$ cat src/rtl/unidade_controle_rodadas.sv
// Round-based memory game control unit.
// Moore FSM with per-play timeout and debug state code.
module unidade_controle_rodadas #(
  parameter int TIMEOUT = 3000,
  parameter int TW      = 16
) (
  input  logic       clock,
  input  logic       reset,
  input  logic       iniciar,
  input  logic       jogada,
  input  logic       igual,
  input  logic       enderecoIgualLimite,
  input  logic       fimL,
  output logic       zeraE,
  output logic       contaE,
  output logic       zeraL,
  output logic       contaL,
  output logic       zeraR,
  output logic       registraR,
  output logic       acertou,
  output logic       errou,
  output logic       timeout,
  output logic       pronto,
  output logic [3:0] db_estado
);

  typedef enum logic [3:0] {
    INICIAL        = 4'h0,
    PREPARACAO     = 4'h1,
    INICIO_RODADA  = 4'h2,
    ESPERA_JOGADA  = 4'h3,
    REGISTRA       = 4'h4,
    COMPARACAO     = 4'h5,
    PROXIMO        = 4'h6,
    PROXIMA_RODADA = 4'h7,
    FIM_ACERTOU    = 4'hA,
    FIM_TIMEOUT    = 4'hD,
    FIM_ERROU      = 4'hE
  } estado_t;

  localparam logic [TW-1:0] LIM = TW'(TIMEOUT - 1);

  estado_t       r_estado;
  estado_t       w_prox;
  logic [TW-1:0] r_tcount;
  logic          w_limite;

  assign w_limite = (r_tcount == LIM);

  always_comb begin
    w_prox = INICIAL;
    case (r_estado)
      INICIAL:
        w_prox = iniciar ? PREPARACAO : INICIAL;
      PREPARACAO:
        w_prox = INICIO_RODADA;
      INICIO_RODADA:
        w_prox = ESPERA_JOGADA;
      ESPERA_JOGADA:
        if (jogada)        w_prox = REGISTRA;
        else if (w_limite) w_prox = FIM_TIMEOUT;
        else               w_prox = ESPERA_JOGADA;
      REGISTRA:
        w_prox = COMPARACAO;
      COMPARACAO:
        if (!igual)                           w_prox = FIM_ERROU;
        else if (enderecoIgualLimite && fimL) w_prox = FIM_ACERTOU;
        else if (enderecoIgualLimite)         w_prox = PROXIMA_RODADA;
        else                                  w_prox = PROXIMO;
      PROXIMO:
        w_prox = ESPERA_JOGADA;
      PROXIMA_RODADA:
        w_prox = INICIO_RODADA;
      FIM_ACERTOU, FIM_ERROU, FIM_TIMEOUT:
        w_prox = iniciar ? PREPARACAO : r_estado;
      default:
        w_prox = INICIAL;
    endcase
  end

  // Outputs are decoded from the next state so they line up with r_estado.
  always_ff @(posedge clock) begin
    if (reset) begin
      r_estado  <= INICIAL;
      r_tcount  <= '0;
      zeraE     <= 1'b0;
      contaE    <= 1'b0;
      zeraL     <= 1'b0;
      contaL    <= 1'b0;
      zeraR     <= 1'b0;
      registraR <= 1'b0;
      acertou   <= 1'b0;
      errou     <= 1'b0;
      timeout   <= 1'b0;
      pronto    <= 1'b0;
      db_estado <= 4'h0;
    end else begin
      r_estado  <= w_prox;
      r_tcount  <= (r_estado == ESPERA_JOGADA) ?
                   r_tcount + 1'b1 : '0;
      zeraE     <= (w_prox == PREPARACAO) ||
                   (w_prox == INICIO_RODADA);
      contaE    <= (w_prox == PROXIMO);
      zeraL     <= (w_prox == PREPARACAO);
      contaL    <= (w_prox == PROXIMA_RODADA);
      zeraR     <= (w_prox == PREPARACAO);
      registraR <= (w_prox == REGISTRA);
      acertou   <= (w_prox == FIM_ACERTOU);
      errou     <= (w_prox == FIM_ERROU);
      timeout   <= (w_prox == FIM_TIMEOUT);
      pronto    <= (w_prox == FIM_ACERTOU) ||
                   (w_prox == FIM_ERROU) ||
                   (w_prox == FIM_TIMEOUT);
      db_estado <= w_prox;
    end
  end

endmodule

$ cat config.mk
export PLATFORM = sky130hd
export DESIGN_NAME = unidade_controle_rodadas
export DESIGN_NICKNAME = d
export VERILOG_FILES = /design/src/rtl/unidade_controle_rodadas.sv
export SDC_FILE = /design/constraint.sdc
export NUM_CORES = 1
export LEC_CHECK = 0
export ABC_AREA = 1
export CAP_MARGIN = 20
export CORE_ASPECT_RATIO = 0.75
export CORE_MARGIN = 5
export CORE_UTILIZATION = 53
export CTS_CLUSTER_DIAMETER = 30
export CTS_CLUSTER_SIZE = 12
export DETAILED_ROUTE_END_ITERATION = 8
export PLACE_DENSITY = 0.74
export SYNTH_ARGS = -nofsm -noshare
export SYNTH_HDL_FRONTEND = slang
export SYNTH_SLANG_ARGS = --single-unit
export TNS_END_PERCENT = 1
$ cat constraint.sdc
create_clock -name clock -period 1.7 [get_ports clock]
set_clock_uncertainty 0.1 [all_clocks]
set_input_delay 0.34 -clock clock [delete_from_list [all_inputs] [get_ports clock]]
set_output_delay 0.34 -clock clock [all_outputs]
set_load 0.02 [all_outputs]
---- Yosys cells after proc, flatten, opt, wreduce, memory -nomap -nowiden ----
Index checks and enable logic that the tools add are counted.
word-level totals
  register bits ........................... 29
  bits of input ports ..................... 7
  output and inout bits ................... 14
  logic and storage cells ................. 49
cells by class
  $add $sub $neg .......................... 1
  equal/unequal tests ..................... 19
  mux-type cells .......................... 8
  bitwise operators ....................... 1
  reduce and logical (&&, ||, !) cells .... 9
operators with widths
  cell                                                                     count
  4-bit by 3-bit equality test with 1-bit output, second input constant    7
  4-bit case mux with 7 select lines                                       1
  4-bit equality test, second input constant                               6
  4-bit 2-to-1 mux                                                         5
  16-bit by 1-bit adder with 16-bit output, second input constant          1
  16-bit by 12-bit equality test with 1-bit output, second input constant  1
  4-bit by 2-bit equality test with 1-bit output, second input constant    3
  4-bit by 1-bit equality test with 1-bit output, second input constant    2
  2-bit OR reduction                                                       3
  4-bit zero test                                                          1
  1-bit logical OR                                                         3
  3-bit OR reduction                                                       1
  1-bit 2-to-1 mux                                                         2
  1-bit logical AND                                                        1
  1-bit inverter                                                           1

---- Logic depth before layout (Yosys ltp) ----
Gate-level depths: netlist of run 1.
  depth after elaboration ................. 7
  depth in mapped cells ................... 12
  mapped depth without buffers ............ 12

---- Worst setup path after synthesis of run 1 ----
Ideal clock, no wire load.
  path type ............................... flip-flop to flip-flop
  start ................................... reg r_tcount[0]
  end ..................................... reg r_tcount[14]
  setup time .............................. 0.113 ns
  data arrival time ....................... 1.256 ns
  data required time ...................... 1.487 ns
  slack ................................... 0.231 ns
  stages on the path, launching flop included .. 10
  buffers on the path ..................... 0
  clock period less this slack ............ 1.469 ns
  cells stage by stage .................... dfxtp_1 > ha_1 > nand2_1 > nor2_4 > nand4_2 > or2_4 > nor2_4 > nand2_1 > nand2_1 > nor2_1
on the way
  cells in the longest elaborated chain, start to end .. 1
ends and longest elaborated chain
  item                                      line  text
  from (decl)                               45    logic [TW-1:0] r_tcount;
  from (signal assigned)                    99    r_tcount <= (r_estado == ESPERA_JOGADA) ?
  16-bit by 1-bit adder with 16-bit output  100   r_tcount + 1'b1 : '0;
No other way between the ends.
A chain may end at the register's enable or synchronous reset.

---- Worst setup path after layout of run 1 ----
  start ................................... reg zeraR
  end ..................................... out zeraR
RTL lines
  item                    line  text
  from (decl)             18    output logic zeraR,
  from (signal assigned)  106   zeraR <= (w_prox == PREPARACAO);
No word-level cell between the ends.

==> impl_metrics.env, run 1 <==
export IMPL_die_area_um2=3880
export IMPL_maxSlewHeadroom_pct=83.4
export IMPL_crit_arrival_ps=1200
export IMPL_critPathSlowestCell="clkdlybuf4s50_1"
export IMPL_synth_nets=219
export IMPL_clk_pin_slew_ps=60
export IMPL_crit_path_start="zeraR$_SDFF_PP0_"
export IMPL_fp_dieH_um=55.2
export IMPL_ys_flop_type="dfxtp_1"
export IMPL_fmax_mhz=609
export IMPL_synth_cell_types=25
export IMPL_via_count=1347
export IMPL_cts_buffers=5
export IMPL_antenna_found_initial=0
export IMPL_p_sw_mw=0.435
export IMPL_portBuffers=20
export IMPL_crit_type="flop to primary output"
export IMPL_yosysMostFrequentCell="nand2_1"
export IMPL_yosys_area_top_type_share_pct=40.1
export IMPL_power_mw=1.53
export IMPL_grt_pass1_wl_um=5070
export IMPL_endpoint="zeraR"
export IMPL_post_cts_setup_buffers=0
export IMPL_critPathBufInv=1
export IMPL_synth_edff_count=0
export IMPL_syn_inst=211
export IMPL_drc=0
export IMPL_seqCellArea_um2=582
export IMPL_fillers=208
export IMPL_rows=16
export IMPL_clk_latency_ps=280
export IMPL_drt_pass1_iter_count=4
export IMPL_antenna_left=0
export IMPL_synth_common_cells="45 x nand2_1, 37 x nor2_1, 29 x dfxtp_1, 29 x inv_1, 17 x nand3_1"
export IMPL_rsz0062_at_grt="no"
export IMPL_reg2reg_depth=7
export IMPL_postLayoutCoreUtil_pct=68.7
export IMPL_path_depth=1
export IMPL_drv_cap=0
export IMPL_dpl_hpwl_um=2350
export IMPL_layout_min_cycle_time_ps=1640
export IMPL_num_antenna_cells=0
export IMPL_timing_hold_ws_ps=319
export IMPL_clock_path_buffers=2
export IMPL_reg2reg_slack_ps=130
export IMPL_p_leak_nw=0.795
export IMPL_design_portCount=21
export IMPL_cts_num_sinks=29
export IMPL_vias_per_cell=4.86
export IMPL_drt_initial_drc_count=88
export IMPL_overflow=0
export IMPL_grt_use_total_pct=16.3
export IMPL_first_global_vias=1150
export IMPL_cts_tree="yes"
export IMPL_cp_max_fo=2
export IMPL_yosys_top_cells_area="dfxtp_1 40%, nand2_1 12%, nor2_1 9.6%"
export IMPL_ys_seq_elements=29
export IMPL_ys_warn_count=0
export IMPL_tightest_slew_ps=248
export IMPL_synth_avg_cell_area_um2=6.85
export IMPL_rr_startpoint="r_tcount[2]$_SDFF_PP0_"
export IMPL_drive_gt1_share_pct=15.8
export IMPL_cts_root_buf="clkbuf_8"
export IMPL_p_int_mw=1.10
export IMPL_ctsHoldBuffers=0
export IMPL_status="finished, final reports clean"
export IMPL_powerDensity_nw_per_um2=849
export IMPL_vdd_ir_drop_max_mv=0.513
export IMPL_worstPathRequired_ps=1260
export IMPL_gp_congestion=0.980
export IMPL_period_share_pct=96.6
export IMPL_endpoint_kind="primary output"
export IMPL_start_kind="flop"
export IMPL_multi_input_area_um2=728
export IMPL_final_max_slew_viol_count=0
export IMPL_crit_chain="clkdlybuf4s50_1"
export IMPL_reg2reg_to="r_tcount[13]$_SDFF_PP0_"
export IMPL_area_growth_pct=24.6
export IMPL_critPathMaxStageDelay_ps=600
export IMPL_die_width_um=70.3
export IMPL_synth_top_cell_by_area="dfxtp_1"
export IMPL_hold_violations=0
export IMPL_combPwrFrac_pct=17.7
export IMPL_swShare_pct=28.4
export IMPL_grt_max_degree=11
export IMPL_start_util_pct=55.2
export IMPL_core_um2=2620
export IMPL_hp_class="flop to flop"
export IMPL_syn_area_um2=1450
export IMPL_setup_viol_count_final=0
export IMPL_nets=248
export IMPL_clkPwrFrac_pct=35.3
export IMPL_ctsHtreeMaxLevel=2
export IMPL_ys_seq_area_share_pct=40.1
export IMPL_p_seq_share_pct=47.0
export IMPL_wire_per_inst_um=10.6
export IMPL_totalWireLength_um=2930
export IMPL_synth_async_reset_ratio_pct=0
export IMPL_cp_top_family="buffers and inverters"
-- worst register-to-register path, stage by stage (launching register included) --
cell     delay [ps]
dfxtp_1         360
nand3_1         170
nor3_4          220
nand2_2          90
nor2_4          150
nand2_1         100
o21ai_0         200
nor2_1           80
-- sequential cells by signal, summed over array words and instances (netlist names) --
signal	flops
r_tcount	16
errou	1
pronto	1
contaL	1
r_estado	4
acertou	1
registraR	1
contaE	1
timeout	1
zeraE	1
zeraR	1
-- worst min path at each step --
stage	slack (ps)	cells after the start	from	to
6_report	320	1	r_tcount[0]$_SDFF_PP0_	r_tcount[0]$_SDFF_PP0_
5_1_grt	340	1	r_tcount[0]$_SDFF_PP0_	r_tcount[0]$_SDFF_PP0_
4_1_cts	370	1	r_tcount[0]$_SDFF_PP0_	r_tcount[0]$_SDFF_PP0_
3_5_place_dp	350	1	r_tcount[0]$_SDFF_PP0_	r_tcount[0]$_SDFF_PP0_
3_3_place_gp	330	1	r_tcount[0]$_SDFF_PP0_	r_tcount[0]$_SDFF_PP0_
2_1_floorplan	320	1	r_tcount[0]$_SDFF_PP0_	r_tcount[0]$_SDFF_PP0_
-- through the flow --
step / cells / TNS (ps) / area (um2) / worst slack (ps)
after global placement: 269 / 0 / 1710 / 12.8
after detailed placement: 269 / -94.6 / 1710 / -56.2
final: 277 / 0 / 1800 / 58.3
after floorplan: 211 / 0 / 1450 / 231
after global routing: 277 / 0 / 1800 / 12.5
after CTS: 277 / 0 / 1790 / 24.7
-- per-layer routing --
metal | part of all wire, % | vias up | track usage (%) | wire length, um
met5 | 0 | - | 0 | 0
met4 | 1.6 | 0 | 8.20 | 48
met3 | 7.8 | 5 | 5.25 | 229
met2 | 42 | 40 | 22.9 | 1220
met1 | 49 | 584 | 22.2 | 1430
li1 | - | 718 | - | -
-- placed cells by master (no fill, tap or decap), types with 4 or more instances in the layout --
cell | netlist | routed
a21oi_1 | 9 | 9
buf_4 | 1 | 4
clkbuf_8 | 0 | 5
clkdlybuf4s50_1 | 0 | 16
dfxtp_1 | 29 | 28
inv_1 | 29 | 28
inv_2 | 6 | 7
nand2_1 | 45 | 43
nand2_2 | 3 | 5
nand3_1 | 17 | 17
nand4_1 | 5 | 5
nor2_1 | 37 | 37
nor2_4 | 4 | 4
o21ai_0 | 5 | 5
-- logic make-up (layout without fill, tap and decap cells) --
family,Yosys count,in the layout,share of synthesized area [%]
xor gates and xnor gates,3,3,1.82
adders and majority gates,1,1,0.865
and+or+nand+nor,124,124,41.3
buffers and inverters,37,67,9.86
AOI/OAI and AO/OA,17,17,6.05
DFF,29,29,40.1
-- power groups by stage --
stage | Sequential [mW] | Combinational [mW] | Clock, mW
3_5_place_dp | 0.735 | 0.275 | 0
4_1_cts | 0.720 | 0.272 | 0.558
3_3_place_gp | 0.734 | 0.272 | 0
6_report | 0.720 | 0.271 | 0.540
2_1_floorplan | 0.767 | 0.145 | 0
5_1_grt | 0.723 | 0.298 | 0.591
-- timing repair --
item | 4_1_cts | 5_1_grt
gates resized for setup | 3 | 5
endpoints found under the hold margin | 0 | 0
gates cloned | 0 | 0
pin swaps | 0 | 1
endpoints found under the setup margin | 3 | 7
-- area by class of cell --
| cell class | count | area share, % |
|---|---|---|
| clock buffer | 5 | 3.82 |
| multi-input combinational | 145 | 40.4 |
| clock inverter | 3 | 0.972 |
| sequential | 29 | 32.3 |
| timing repair buffer | 24 | 12.7 |
| inverter | 35 | 7.29 |
| tap | 36 | 2.50 |
No activity file was read; power rests on OpenSTA's default activity.
==> run 2: changes to the inputs <==
- CORE_MARGIN: 5 -> 2
==> impl_metrics.env, run 2 (synthesis gave the netlist of run 1 again) <==
export IMPL_totalWireLength_um=3180
export IMPL_hp_class="flop to flop"
export IMPL_tightest_slew_ps=286
export IMPL_cts_tree="yes"
export IMPL_detailed_place_area_um2=1710
export IMPL_design_portCount=21
export IMPL_hold_violations=0
export IMPL_power_mw=1.47
export IMPL_clock_path_buffers=2
export IMPL_die_area_um2=3170
export IMPL_crit_arrival_ps=1190
export IMPL_crit_chain="dlygate4sd2_1"
export IMPL_grt_use_total_pct=22.0
export IMPL_powerDensity_nw_per_um2=807
export IMPL_die_width_um=64.3
export IMPL_gp_congestion=0.954
export IMPL_critPathBufInv=1
export IMPL_largestRegisters="r_tcount x16, r_estado x4"
export IMPL_nets=249
export IMPL_timing_hold_ws_ps=325
export IMPL_drc=0
export IMPL_drt_pass1_iter_count=4
export IMPL_drive_gt1_share_pct=17.4
export IMPL_met1_length_um=1420
export IMPL_overflow=0
export IMPL_fp_dieH_um=49.2
export IMPL_final_common_cell="nand2_1"
export IMPL_final_area_um2=1820
export IMPL_fillers=219
export IMPL_wl_met2_um=1530
export IMPL_ctsHoldBuffers=0
export IMPL_layout_common_cells="43 x nand2_1, 37 x nor2_1, 28 x inv_1, 28 x dfxtp_1, 15 x nand3_1"
export IMPL_drv_cap=0
export IMPL_clk_pin_slew_ps=90
export IMPL_first_global_vias=1319
export IMPL_p_leak_nw=0.949
export IMPL_met3_length_um=203
export IMPL_antenna_left=0
export IMPL_final_max_slew_viol_count=0
export IMPL_clk_latency_ps=330
export IMPL_start_util_pct=55.6
export IMPL_status="finished, final reports clean"
export IMPL_rows=16
export IMPL_period_share_pct=96.1
export IMPL_rr_startpoint="r_tcount[0]$_SDFF_PP0_"
export IMPL_start_kind="flop"
export IMPL_via_count=1405
export IMPL_grt_pass1_wl_um=5450
export IMPL_top_layer_used="met4"
export IMPL_final_cells=278
export IMPL_crit_type="flop to primary output"
export IMPL_vias_per_cell=5.05
export IMPL_critPathMaxStageDelay_ps=490
export IMPL_setup_viol_count_final=0
export IMPL_dp_cells=269
export IMPL_largest_register="r_tcount"
export IMPL_num_antenna_cells=0
export IMPL_endpoint_kind="primary output"
export IMPL_drt_initial_drc_count=184
export IMPL_worstPathRequired_ps=1260
export IMPL_seqCellArea_um2=582
export IMPL_vdd_ir_drop_max_mv=0.456
export IMPL_cts_num_sinks=29
export IMPL_maxSlewHeadroom_pct=80.9
export IMPL_fmax_mhz=612
export IMPL_area_growth_pct=26.0
export IMPL_critPathSlowestCell="dfxtp_1"
export IMPL_dpl_hpwl_um=2320
export IMPL_crit_path_start="r_estado[1]$_SDFF_PP0_"
export IMPL_portBuffers=20
export IMPL_cp_max_fo=7
export IMPL_setup_tns_ps=0
export IMPL_cts_root_buf="clkbuf_4"
export IMPL_antenna_found_initial=0
export IMPL_grt_max_degree=10
export IMPL_layout_min_cycle_time_ps=1630
export IMPL_cp_top_family="flip-flops"
export IMPL_multi_input_area_um2=741
export IMPL_largest_register_ff_count=16
export IMPL_core_um2=2600
export IMPL_hold_start="r_tcount[0]$_SDFF_PP0_"
export IMPL_cts_buffers=5
export IMPL_rsz0062_at_grt="yes"
export IMPL_wire_per_inst_um=11.4
export IMPL_ctsHtreeMaxLevel=2
## run 2: per-layer routing
layer / vias up / GRT usage [%]
met2: 45 / 36.6
met1: 639 / 27.0
li1: 717 / -
met5: - / 0
met3: 4 / 6.70
met4: 0 / 7.80
## run 2: path summary, 6_finish.rpt
check / cells after the start / slack [ps] / end
hold / removal: 1 / 320 / r_tcount[0]$_SDFF_PP0_
setup reg to reg: 11 / 110 / acertou$_SDFF_PP0_
hold reg to reg: 1 / 320 / r_tcount[0]$_SDFF_PP0_
setup / recovery: 1 / 70 / db_estado[1]
## run 2: area by class of cell
type	count	area share [%]
clock buffer	7	3.57
clock inverter	1	0.275
tap	36	2.47
inverter	35	7.21
multi-input combinational	145	40.6
timing repair buffer	25	13.9
sequential	29	31.9
## run 2: through the flow
step	util, %	worst slack [ps]
global route	70.0	-33.8
global placement	65.7	-1.60
detailed placement	65.7	-49.7
finish	70.0	65.5
floorplan	-	231
CTS	68.2	2.70
## run 2: power breakdown
group          internal (mW)  switching [mW]  total (mW)
combinational          0.105           0.167       0.272
sequential             0.702          0.0191       0.721
clock                  0.239           0.239       0.478
total                   1.05           0.425        1.47
## run 2: what timing repair did
| action | 4_1_cts | 5_1_grt |
|---|---|---|
| endpoints found under the setup margin | 6 | 16 |
| pin swaps | 0 | 1 |
| buffers inserted | 0 | 1 |
| resized for setup | 5 | 16 |
